===== src/rtl/leaf_pkg.sv =====
// Shared definitions for the leaf output path: packet field layout and scheduler states.
package leaf_pkg;

  localparam int unsigned DEF_PACKET_BITS = 49;

  localparam int unsigned VALID_BIT    = DEF_PACKET_BITS - 1;
  localparam int unsigned DEST_LEAF_HI = 47;
  localparam int unsigned DEST_LEAF_LO = 43;
  localparam int unsigned DEST_PORT_HI = 42;
  localparam int unsigned DEST_PORT_LO = 39;
  localparam int unsigned PAYLOAD_HI   = 38;
  localparam int unsigned PAYLOAD_LO   = 0;

  typedef enum logic [1:0] {
    IDLE = 2'd0,
    SEND = 2'd1,
    HOLD = 2'd2
  } state_e;

endpackage


===== src/rtl/leaf_out_arbiter_if.sv =====
// Request/credit/link bundle between the per-port packetisers, the arbiter and the BFT link.
interface leaf_out_arbiter_if #(
  parameter int unsigned PACKET_BITS   = 49,
  parameter int unsigned NUM_OUT_PORTS = 4,
  parameter int unsigned NUM_PORT_BITS = 4,
  parameter int unsigned CREDIT_BITS   = 8
);

  logic [NUM_OUT_PORTS-1:0]             req_vld;
  logic [NUM_OUT_PORTS*PACKET_BITS-1:0] req_pkt;
  logic [NUM_OUT_PORTS-1:0]             req_ack;
  logic                                 credit_upd_vld;
  logic [NUM_PORT_BITS-1:0]             credit_upd_port;
  logic                                 resend;
  logic [PACKET_BITS-1:0]               dout_leaf_interface2bft;
  logic [NUM_OUT_PORTS*CREDIT_BITS-1:0] credit_cnt;

  modport slave (
    input  req_vld, req_pkt, credit_upd_vld, credit_upd_port, resend,
    output req_ack, dout_leaf_interface2bft, credit_cnt
  );

  modport master (
    output req_vld, req_pkt, credit_upd_vld, credit_upd_port, resend,
    input  req_ack, dout_leaf_interface2bft, credit_cnt
  );

endinterface


===== src/rtl/leaf_out_arbiter_rr_arbiter.sv =====
// Round-robin pick: first eligible port at or above rr_ptr, wrapping to port 0.
module rr_arbiter #(
  parameter int unsigned N        = 4,
  parameter int unsigned PTR_BITS = 2
) (
  input  logic [N-1:0]        eligible,
  input  logic [PTR_BITS-1:0] rr_ptr,
  output logic [N-1:0]        grant,
  output logic [PTR_BITS-1:0] grant_idx,
  output logic                any
);

  int unsigned idx;

  always_comb begin
    grant     = '0;
    grant_idx = '0;
    any       = 1'b0;
    idx       = 0;
    for (int unsigned k = 0; k < N; k++) begin
      idx = 32'(rr_ptr) + k;
      if (idx >= N) idx = idx - N;
      if (!any && eligible[idx]) begin
        any            = 1'b1;
        grant[idx]     = 1'b1;
        grant_idx      = PTR_BITS'(idx);
      end
    end
  end

endmodule


===== src/rtl/leaf_out_arbiter.sv =====
// Credit-based round-robin scheduler for one leaf's BFT output link, with resend hold/replay.
module leaf_out_arbiter
  import leaf_pkg::*;
#(
  parameter int unsigned PACKET_BITS           = DEF_PACKET_BITS,
  parameter int unsigned NUM_OUT_PORTS         = 4,
  parameter int unsigned NUM_PORT_BITS         = 4,
  parameter int unsigned CREDIT_BITS           = 8,
  parameter int unsigned INIT_CREDITS          = 128,
  parameter int unsigned FREESPACE_UPDATE_SIZE = 64
) (
  input logic clk_bft,
  input logic reset_bft,
  leaf_out_arbiter_if.slave bus
);

  localparam int unsigned PTR_BITS = (NUM_OUT_PORTS > 1) ? $clog2(NUM_OUT_PORTS) : 1;
  localparam logic [PTR_BITS-1:0]  LAST_PORT = PTR_BITS'(NUM_OUT_PORTS - 1);
  localparam logic [CREDIT_BITS:0] INIT_W    = (CREDIT_BITS+1)'(INIT_CREDITS);
  localparam logic [CREDIT_BITS:0] UPD_W     = (CREDIT_BITS+1)'(FREESPACE_UPDATE_SIZE);

  state_e                   state_q;
  logic [PACKET_BITS-1:0]   dout_q;
  logic [PTR_BITS-1:0]      rr_ptr_q;
  logic [CREDIT_BITS-1:0]   credit_q [NUM_OUT_PORTS];
  logic [CREDIT_BITS-1:0]   credit_d [NUM_OUT_PORTS];

  logic [NUM_OUT_PORTS-1:0] eligible;
  logic [NUM_OUT_PORTS-1:0] grant;
  logic [NUM_OUT_PORTS-1:0] ack;
  logic [PTR_BITS-1:0]      grant_idx;
  logic                     any;
  logic                     grant_en;
  logic [PACKET_BITS-1:0]   pkt_sel;
  logic [PTR_BITS-1:0]      ptr_next;
  logic [CREDIT_BITS:0]     sum;

  always_comb begin
    eligible = '0;
    for (int unsigned i = 0; i < NUM_OUT_PORTS; i++) begin
      eligible[i] = bus.req_vld[i] & bus.req_pkt[i*PACKET_BITS + PACKET_BITS - 1] &
                    (credit_q[i] != '0);
    end
  end

  rr_arbiter #(
    .N        (NUM_OUT_PORTS),
    .PTR_BITS (PTR_BITS)
  ) u_rr_arbiter (
    .eligible  (eligible),
    .rr_ptr    (rr_ptr_q),
    .grant     (grant),
    .grant_idx (grant_idx),
    .any       (any)
  );

  // Resend only matters when something is on the link to replay.
  assign grant_en = !reset_bft && !((state_q != IDLE) && bus.resend);
  assign ack      = (grant_en && any) ? grant : '0;
  assign pkt_sel  = bus.req_pkt[grant_idx*PACKET_BITS +: PACKET_BITS];
  assign ptr_next = (grant_idx == LAST_PORT) ? '0 : grant_idx + 1'b1;

  always_ff @(posedge clk_bft) begin
    if (reset_bft) begin
      state_q  <= IDLE;
      dout_q   <= '0;
      rr_ptr_q <= '0;
    end else begin
      unique case (state_q)
        SEND, HOLD: begin
          if (bus.resend) begin
            state_q <= HOLD;
          end else if (any) begin
            state_q  <= SEND;
            dout_q   <= pkt_sel;
            rr_ptr_q <= ptr_next;
          end else begin
            state_q <= IDLE;
            dout_q  <= '0;
          end
        end
        default: begin
          if (any) begin
            state_q  <= SEND;
            dout_q   <= pkt_sel;
            rr_ptr_q <= ptr_next;
          end else begin
            state_q <= IDLE;
            dout_q  <= '0;
          end
        end
      endcase
    end
  end

  // Ports >= NUM_OUT_PORTS never match an index, so such updates fall away.
  always_comb begin
    sum = '0;
    for (int unsigned i = 0; i < NUM_OUT_PORTS; i++) begin
      sum = {1'b0, credit_q[i]};
      if (bus.credit_upd_vld && (bus.credit_upd_port == NUM_PORT_BITS'(i))) sum = sum + UPD_W;
      if (ack[i]) sum = sum - 1'b1;
      credit_d[i] = (sum > INIT_W) ? INIT_W[CREDIT_BITS-1:0] : sum[CREDIT_BITS-1:0];
    end
  end

  always_ff @(posedge clk_bft) begin
    for (int unsigned i = 0; i < NUM_OUT_PORTS; i++) begin
      if (reset_bft) credit_q[i] <= INIT_W[CREDIT_BITS-1:0];
      else           credit_q[i] <= credit_d[i];
    end
  end

  always_comb begin
    bus.credit_cnt = '0;
    for (int unsigned i = 0; i < NUM_OUT_PORTS; i++) begin
      bus.credit_cnt[i*CREDIT_BITS +: CREDIT_BITS] = credit_q[i];
    end
  end

  assign bus.req_ack                 = ack;
  assign bus.dout_leaf_interface2bft = dout_q;

endmodule


===== src/flat_wrapper.sv =====
// flat-port wrapper written by rule: the top's interface ports become plain ports
module leaf_out_arbiter_flat import leaf_pkg::*;
#(
  parameter int unsigned PACKET_BITS           = DEF_PACKET_BITS,
  parameter int unsigned NUM_OUT_PORTS         = 4,
  parameter int unsigned NUM_PORT_BITS         = 4,
  parameter int unsigned CREDIT_BITS           = 8,
  parameter int unsigned INIT_CREDITS          = 128,
  parameter int unsigned FREESPACE_UPDATE_SIZE = 64
)
  (clk_bft, reset_bft, bus_req_vld, bus_req_pkt, bus_credit_upd_vld, bus_credit_upd_port, bus_resend, bus_req_ack, bus_dout_leaf_interface2bft, bus_credit_cnt);
  leaf_out_arbiter_if #(.PACKET_BITS(PACKET_BITS), .NUM_OUT_PORTS(NUM_OUT_PORTS), .NUM_PORT_BITS(NUM_PORT_BITS), .CREDIT_BITS(CREDIT_BITS)) bus_i ();
  input logic clk_bft;
  input logic reset_bft;
  input wire logic [$bits(bus_i.req_vld)-1:0] bus_req_vld;
  input wire logic [$bits(bus_i.req_pkt)-1:0] bus_req_pkt;
  input wire logic [$bits(bus_i.credit_upd_vld)-1:0] bus_credit_upd_vld;
  input wire logic [$bits(bus_i.credit_upd_port)-1:0] bus_credit_upd_port;
  input wire logic [$bits(bus_i.resend)-1:0] bus_resend;
  output wire logic [$bits(bus_i.req_ack)-1:0] bus_req_ack;
  output wire logic [$bits(bus_i.dout_leaf_interface2bft)-1:0] bus_dout_leaf_interface2bft;
  output wire logic [$bits(bus_i.credit_cnt)-1:0] bus_credit_cnt;
  assign bus_i.req_vld = bus_req_vld;
  assign bus_i.req_pkt = bus_req_pkt;
  assign bus_i.credit_upd_vld = bus_credit_upd_vld;
  assign bus_i.credit_upd_port = bus_credit_upd_port;
  assign bus_i.resend = bus_resend;
  assign bus_req_ack = bus_i.req_ack;
  assign bus_dout_leaf_interface2bft = bus_i.dout_leaf_interface2bft;
  assign bus_credit_cnt = bus_i.credit_cnt;
  leaf_out_arbiter #(.PACKET_BITS(PACKET_BITS), .NUM_OUT_PORTS(NUM_OUT_PORTS), .NUM_PORT_BITS(NUM_PORT_BITS), .CREDIT_BITS(CREDIT_BITS), .INIT_CREDITS(INIT_CREDITS), .FREESPACE_UPDATE_SIZE(FREESPACE_UPDATE_SIZE)) u_core (.clk_bft(clk_bft), .reset_bft(reset_bft), .bus(bus_i));
endmodule

===== config.mk =====
export PLATFORM = sky130hd
export DESIGN_NAME = leaf_out_arbiter_flat
export DESIGN_NICKNAME = d
export VERILOG_FILES = /design/src/rtl/leaf_pkg.sv /design/src/rtl/leaf_out_arbiter_if.sv /design/src/rtl/leaf_out_arbiter_rr_arbiter.sv /design/src/rtl/leaf_out_arbiter.sv /design/src/flat_wrapper.sv
export SDC_FILE = /design/constraint.sdc
export NUM_CORES = 1
export LEC_CHECK = 0
export ABC_AREA = 1
export CORE_ASPECT_RATIO = 0.9
export CORE_MARGIN = 1
export CORE_UTILIZATION = 30
export DETAILED_ROUTE_END_ITERATION = 12
export SYNTH_ARGS = -nofsm -noshare
export SYNTH_HDL_FRONTEND = slang
export SYNTH_SLANG_ARGS = --single-unit
export TNS_END_PERCENT = 1

===== constraint.sdc =====
create_clock -name clk_bft -period 5.4 [get_ports clk_bft]
set_clock_uncertainty 0.15 [all_clocks]
set_input_delay 1.08 -clock clk_bft [delete_from_list [all_inputs] [get_ports clk_bft]]
set_output_delay 1.08 -clock clk_bft [all_outputs]
set_load 0.05 [all_outputs]

=== Yosys cells after proc, flatten, opt, wreduce, memory -nomap -nowiden ===
Memory sizes are Yosys's and may differ from the RTL's.
Cells that the tools add are included.

* Register bits after elaboration: 53
* RAM bits: 32
* Word-level logic and storage cells: 148
* Memories: 1

{| class="wikitable"
|+ Memories
! name !! words !! bits a word !! rd ports !! clocked after Yosys merged registers in !! write ports !! RTL line !! text
|-
| u_core.credit_q || 4 || 8 || 4 || 0 || 4 || leaf_out_arbiter.sv:25 || <nowiki>logic [CREDIT_BITS-1:0] credit_q [NUM_OUT_PORTS];</nowiki>
|}

* Add/sub/neg operators: 16
* Multipliers: 1
* Order comparisons: 16
* Eq/ne operators: 7
* Shift-type cells: 1
* Muxes and demuxes: 62
* Bitwise gates (word level): 15
* Reductions and logical operators: 26

{| class="wikitable"
|+ Operators with widths
! operator !! count
|-
| $shiftx 196x9->49 || 1
|-
| $mux 49 || 3
|-
| $ge 32x1->1 const B || 4
|-
| $lt 32x3->1 const B || 4
|-
| $mux 32 || 4
|-
| $mux 9 || 8
|-
| $mux 8 || 8
|-
| $add 8x7->9 const B || 4
|-
| $gt 9x8->1 const B || 4
|-
| $sub 9x1->9 const B || 4
|-
| $reduce_bool 8->1 || 4
|-
| $mux 2 || 10
|-
| $mux 4 || 5
|-
| $mux 1 || 16
|-
| $logic_and 1x1->1 || 14
|-
| $or 4x4->4 || 3
|-
| $sub 3x3->4 const B || 3
|-
| $ge 3x3->1 const B || 3
|-
| $and 1x1->1 || 8
|-
| $bmux 1 s2 || 4
|-
| $demux 1 s2 || 4
|-
| $eq 4x2->1 const B || 2
|-
| $mul 2x6->8 const B || 1
|-
| $add 2x2->3 const B || 2
|-
| other kinds (13) || 21
|}

=== Longest topological paths before layout ===
An unclocked memory read counts as a cell.

* Depth in word-level cells: 21
* Depth in mapped cells: 24
* Mapped depth without buffers: 23

=== Hierarchy ===
From an unflattened synthesis, not the netlist that was laid out.

* Cell total of the unflattened synthesis: 903
* Area total of the unflattened synthesis: 5903.2 um2

{| class="wikitable"
|+ By module, submodules not included
! module !! times used !! cells each !! area an instance (um2) !! sequential area each (um2)
|-
| leaf_out_arbiter || 1 || 826 || 5425.2 || 1701.6
|-
| rr_arbiter || 1 || 77 || 478.0 || 0.0
|}

=== Least setup slack after synthesis ===
OpenSTA, ideal clock, no wires.

* Path type: flip-flop to output port
* Start point: memory u_core.credit_q[1][0]
* End point: output bus_req_ack[1]
* Arrival time: 2381 ps
* Setup slack: 1789 ps
* Cell stages (with the launch flop): 17
* Cell sequence: dfxtp_1 > inv_1 > ha_1 > nand2_1 > nor2_2 > nand2_2 > nand3_2 > nand2_1 > nand2_2 > nand2_4 > inv_2 > nand3_2 > nor2_4 > nor2_4 > buf_6 > nand2_2 > inv_1

{| class="wikitable"
|+ RTL lines
! item !! RTL line !! text
|-
| from (decl) || leaf_out_arbiter.sv:25 ||
|-
| to (decl) || flat_wrapper.sv:20 || <nowiki>output wire logic [$bits(bus_i.req_ack)-1:0] bus_req_ack;</nowiki>
|}

=== Worst setup path after layout ===
* Start point: input bus_req_vld[3]
* End point: output bus_req_ack[2]

* Word-level cells in the longest chain between the ends: 16
* Elaborated cells between the ends (all ways): 29

{| class="wikitable"
|+ Ends and longest elaborated chain
! item !! RTL line !! text
|-
| from (decl) || flat_wrapper.sv:15 || <nowiki>input wire logic [$bits(bus_i.req_vld)-1:0] bus_req_vld;</nowiki>
|-
| $and 1x1->1 (*) (2 in series) || leaf_out_arbiter.sv:41 || <nowiki>eligible[i] = bus.req_vld[i] & bus.req_pkt[i*PACKET_BITS + PACKET_BITS - 1] &</nowiki>
|-
| $bmux 1 s2 || leaf_out_arbiter_rr_arbiter.sv:23 || <nowiki>if (!any && eligible[idx]) begin</nowiki>
|-
| $mux 1 (not written as such) || leaf_out_arbiter_rr_arbiter.sv:23 ||
|-
| $mux 1 || leaf_out_arbiter_rr_arbiter.sv:23 ||
|-
| $logic_not 1->1 || leaf_out_arbiter_rr_arbiter.sv:23 ||
|-
| $logic_and 1x1->1 || leaf_out_arbiter_rr_arbiter.sv:23 ||
|-
| $mux 1 || leaf_out_arbiter_rr_arbiter.sv:23 ||
|-
| $logic_not 1->1 || leaf_out_arbiter_rr_arbiter.sv:23 ||
|-
| $logic_and 1x1->1 || leaf_out_arbiter_rr_arbiter.sv:23 ||
|-
| $mux 1 || leaf_out_arbiter_rr_arbiter.sv:23 ||
|-
| $logic_not 1->1 || leaf_out_arbiter_rr_arbiter.sv:23 ||
|-
| $logic_and 1x1->1 || leaf_out_arbiter_rr_arbiter.sv:23 ||
|-
| $mux 1 || leaf_out_arbiter_rr_arbiter.sv:23 ||
|-
| $logic_and 1x1->1 || leaf_out_arbiter.sv:59 || <nowiki>assign ack = (grant_en && any) ? grant : '0;</nowiki>
|-
| $mux 4 (*) || leaf_out_arbiter.sv:59 ||
|}

Every way passes the cells marked *; elsewhere a longest branch is shown, timed or not. The select of a mux whose other input is x is not followed.

==> summary.md <==
| Metric | Value |
|---|---|
| Slowest cell on the critical path | sky130_fd_sc_hd__clkdlybuf4s50_1 |
| Highest clock frequency the design can meet | 0.207 GHz |
| Critical path startpoint | bus_req_vld[3] |
| Summed negative setup slack over all endpoints | 0 ns |
| Routability Congestion | 0.859 |
| Layout overhead on the synthesized area | 54.7% |
| Post-synth EDFFs | 0 |
| Final net count | 1523 |
| Yosys synthesis warning count | 0 |
| Cell variety after synth | 35 |
| Worst reg-to-reg path cell count | 14 |
| Final Critical Period | 4.82 ns |
| Area of all placed cells without fillers | 9670 µm² |
| Worst setup endpoint | bus_req_ack[2] |
| Synthesized area per cell | 6.09 µm² |
| Maximum buffer depth of the clock tree | 2 |
| Count of port buffers added during placement | 292 |
| Crit. End Element | output pin |
| Max-capacitance violation count | 0 |
| Clock network power share | 0.096 |
| Num CTS Buffers | 9 |
| Buffer and inverter count on the worst path | 4 |
| Std-Cell Core Area | 20200 µm² |
| Final cycle utilization of the critical path | 0.893 |
| Worst hold-check path type | reg -> reg |
| HPWL reported at the end of detailed placement | 17200 µm |
| Clock Pin Slew Worst Setup and Hold Paths | 0.06 ns |
| Final setup vio count | 0 |
| Top Family by Delay on Critical Path | buffers and inverters |
| Share of total power in combinational logic | 0.752 |
| #FFs+latches synth | 85 |
| Library cell appearing most often on the critical path | sky130_fd_sc_hd__nand2_2 |
| Number of H-tree levels | 3 |
| Register cell area after layout | 1700 µm² |
| VDD IR max | 0.472 mV |
| Initial core utilization | 0.310 |
| CTS tree | built |
| Critical path class | in -> out |
| Post-cts gate resize count | 0 |
| Post-synth design cell area | 6250 µm² |
| Final Hold Slack | 0.298 ns |
| Pin count of the biggest net entering global routing | 82 |
| Stages on the worst setup path | 14 |
| Slew at the pin with the worst max-slew slack | 0.728 ns |
| Via count | 7073 |
| Width of the chip | 154 µm |
| Most common library cell in the layout ignoring fill and taps | sky130_fd_sc_hd__nand2_1 |
| Reg-to-reg critical path endpoint | u_core.bus.dout_leaf_interface2bft[41]$_SDFFE_PP0N_ |
| Switching share of total power | 0.570 |
| Filler cell count | 2041 |
| Delay of the slowest cell on the worst path | 0.80 ns |
| Pint | 2.82 mW |
| Worst r2r src | u_core.rr_ptr_q[0]$_SDFFE_PP0P_ |
| Power spent charging and discharging nets | 3.74 mW |
| Share of async-settable or async-resettable flops after synthesis | 0 |
| Max-slew headroom | 0.515 |
| Remaining design rule violation count | 0 |
| Via density per instance | 4.55 |
| Pwr Density | 679 nW/µm² |
| Number of hold-repair buffers added at the cts stage | 0 |
| Number of antenna violations at the first check in global routing | 2 |
| Sequential-to-total area share from yosys stat | 0.272 |
| Critical path required time | 4.17 ns |
| Post-CTS Setup Inserts | 0 |
| Routed wire length | 21900 µm |
| Type of element launching the critical path | input port |
| Clock Sink Count | 85 |
| Clk Latency, worst-skew pair | 0.35 ns |
| Synth top area share | 0.272 |
| Register-to-register setup slack | 1.53 ns |
| Multi-input gate area | 3870 µm² |
| Number of placement rows | 49 |
| Top cells by area in the synthesized netlist | sky130_fd_sc_hd__dfxtp_1 27%, sky130_fd_sc_hd__nand2_1 22%, sky130_fd_sc_hd__nand3_1 9.5%, sky130_fd_sc_hd__inv_1 6.2%, sky130_fd_sc_hd__a21oi_1 4.4% |
| Most frequent cells in the layout | 361 x sky130_fd_sc_hd__nand2_1, 290 x sky130_fd_sc_hd__clkdlybuf4s50_1, 118 x sky130_fd_sc_hd__nand3_1, 102 x sky130_fd_sc_hd__inv_1, 85 x sky130_fd_sc_hd__dfxtp_1 |
| Signal arrival time at the worst endpoint | 3.59 ns |
| First-pass GRT wire length | 35400 µm |
| Critical-path maximum fanout | 10 |
| Count of nets left with antenna violations after detail routing | 0 |
| Static Leak | 4.38 nW |
| Clock root buffer master | sky130_fd_sc_hd__clkbuf_16 |
| Placement Cell Area | 9370 µm² |
| Overall die area | 21400 µm² |
| DIE HEIGHT | 139 µm |
| Crit-path cells | clkdlybuf4s50_1, nand2_1, inv_1, nand3_1, nand2_1, nand2_2, nand2_4, nand3_2, nor2_1, nor2_1, nand2_2, nand2_2, inv_2, clkdlybuf4s50_1 |
| Vias in the first global route | 6928 |
| Iteration count of the initial detailed-routing pass | 5 |
| Drt initial violations | 251 |
| Leading area contributor after synthesis | sky130_fd_sc_hd__dfxtp_1 |
| Ratio of cells with drive above 1 in the final layout | 0.0838 |
| Global-route usage over all layers | 0.209 |
| Power share of the sequential group | 0.151 |
| Routed wire length per instance | 14.1 µm |
| Count of boundary I/O pins | 293 |
| Max-slew violations | 0 |
| Overall Power | 6.56 mW |
| Setup repair after global routing missed its margin | no |
| Instance count of the mapped netlist | 1026 |
| Post-synthesis net count | 1254 |
| Post-synth top flop | sky130_fd_sc_hd__dfxtp_1 |
| Number of hold-slack violations in the final timing report | 0 |
| GR Overflow Total | 0 |
| Status | finished, final reports clean |
-- through the flow --
stage | cells | worst slack (ns) | utilization
after floorplan | 1026 | 1.79 | -
after global placement | 1539 | 0.587 | 0.464
after detailed placement | 1539 | 0.578 | 0.464
after CTS | 1555 | 0.573 | 0.479
after global routing | 1556 | 0.357 | 0.479
final | 1556 | 0.576 | 0.479
-- worst min-delay path, cell delays in order, from the launching register on --
cell and delay (ns):
sky130_fd_sc_hd__dfxtp_1 0.31, sky130_fd_sc_hd__nand2_1 0.06, sky130_fd_sc_hd__nand2_1 0.04
-- state kept, by name, indices dropped and copies added, names as in the netlist --
signal                              count
u_core.rr_ptr_q                         2
u_core.bus.dout_leaf_interface2bft     49
u_core.state_q                          2
u_core.credit_q                        32
-- synthesized netlist by cell type (all sizes together) (9+ instances only) --
cell and n:
buf 27, ha 20, inv 120, a21oi 56, xnor2 9, nand2 383
xor2 27, nand3 127, nor2 71, clkbuf 19, dfxtp 85, o21ai 62
-- worst min-delay path by stage --
stage,slack (ns),cells past startpoint,startpoint,end
2_1_floorplan,0.45,2,u_core.rr_ptr_q[1]$_SDFFE_PP0P_,u_core.rr_ptr_q[1]$_SDFFE_PP0P_
3_3_place_gp,0.29,2,u_core.bus.dout_leaf_interface2bft[6]$_SDFFE_PP0N_,u_core.bus.dout_leaf_interface2bft[6]$_SDFFE_PP0N_
3_5_place_dp,0.29,2,u_core.bus.dout_leaf_interface2bft[12]$_SDFFE_PP0N_,u_core.bus.dout_leaf_interface2bft[12]$_SDFFE_PP0N_
4_1_cts,0.30,2,u_core.bus.dout_leaf_interface2bft[33]$_SDFFE_PP0N_,u_core.bus.dout_leaf_interface2bft[33]$_SDFFE_PP0N_
5_1_grt,0.31,2,u_core.bus.dout_leaf_interface2bft[33]$_SDFFE_PP0N_,u_core.bus.dout_leaf_interface2bft[33]$_SDFFE_PP0N_
6_report,0.30,2,u_core.bus.dout_leaf_interface2bft[33]$_SDFFE_PP0N_,u_core.bus.dout_leaf_interface2bft[33]$_SDFFE_PP0N_
-- power by group through the flow --
stage | Clock [mW] | Combinational, mW | Sequential (mW)
detailed placement | 0 | 4.98 | 1.00
global route | 0.678 | 5.54 | 1.02
finish | 0.632 | 4.94 | 0.993
CTS | 0.655 | 4.99 | 0.993
floorplan | 0 | 3.14 | 1.56
global placement | 0 | 4.96 | 1.00
-- cell type report --
cell class                      instances  share of cell area
Multi-Input combinational cell        774               0.400
Sequential cell                        85               0.176
Clock buffer                           13              0.0290
Clock inverter                          3             0.00181
Inverter                              121              0.0470
Tap cell                              255              0.0330
Antenna cell                            1            0.000259
Timing Repair Buffer                  304               0.312
-- cells by family (layout without fill, tap and decap cells) --
family                     after synthesis  count (layout)  share of synthesized area
xor gates and xnor gates                36              36                     0.0517
adders and majority gates               20              20                     0.0401
AOI/OAI and AO/OA                      124             124                      0.104
and+or+nand+nor                        594             594                      0.420
buffers and inverters                  167             441                      0.112
other                                    0               1                          0
DFF                                     85              85                      0.272
-- metal layers --
layer | vias up | global-route usage | wire length (µm)
met5 | - | 0 | 0
met4 | 0 | 0.0700 | 469
met3 | 29 | 0.0666 | 1670
met2 | 220 | 0.355 | 10600
met1 | 3071 | 0.249 | 9170
li1 | 3753 | - | -
Note: power is estimated with default switching activity, not from simulation.
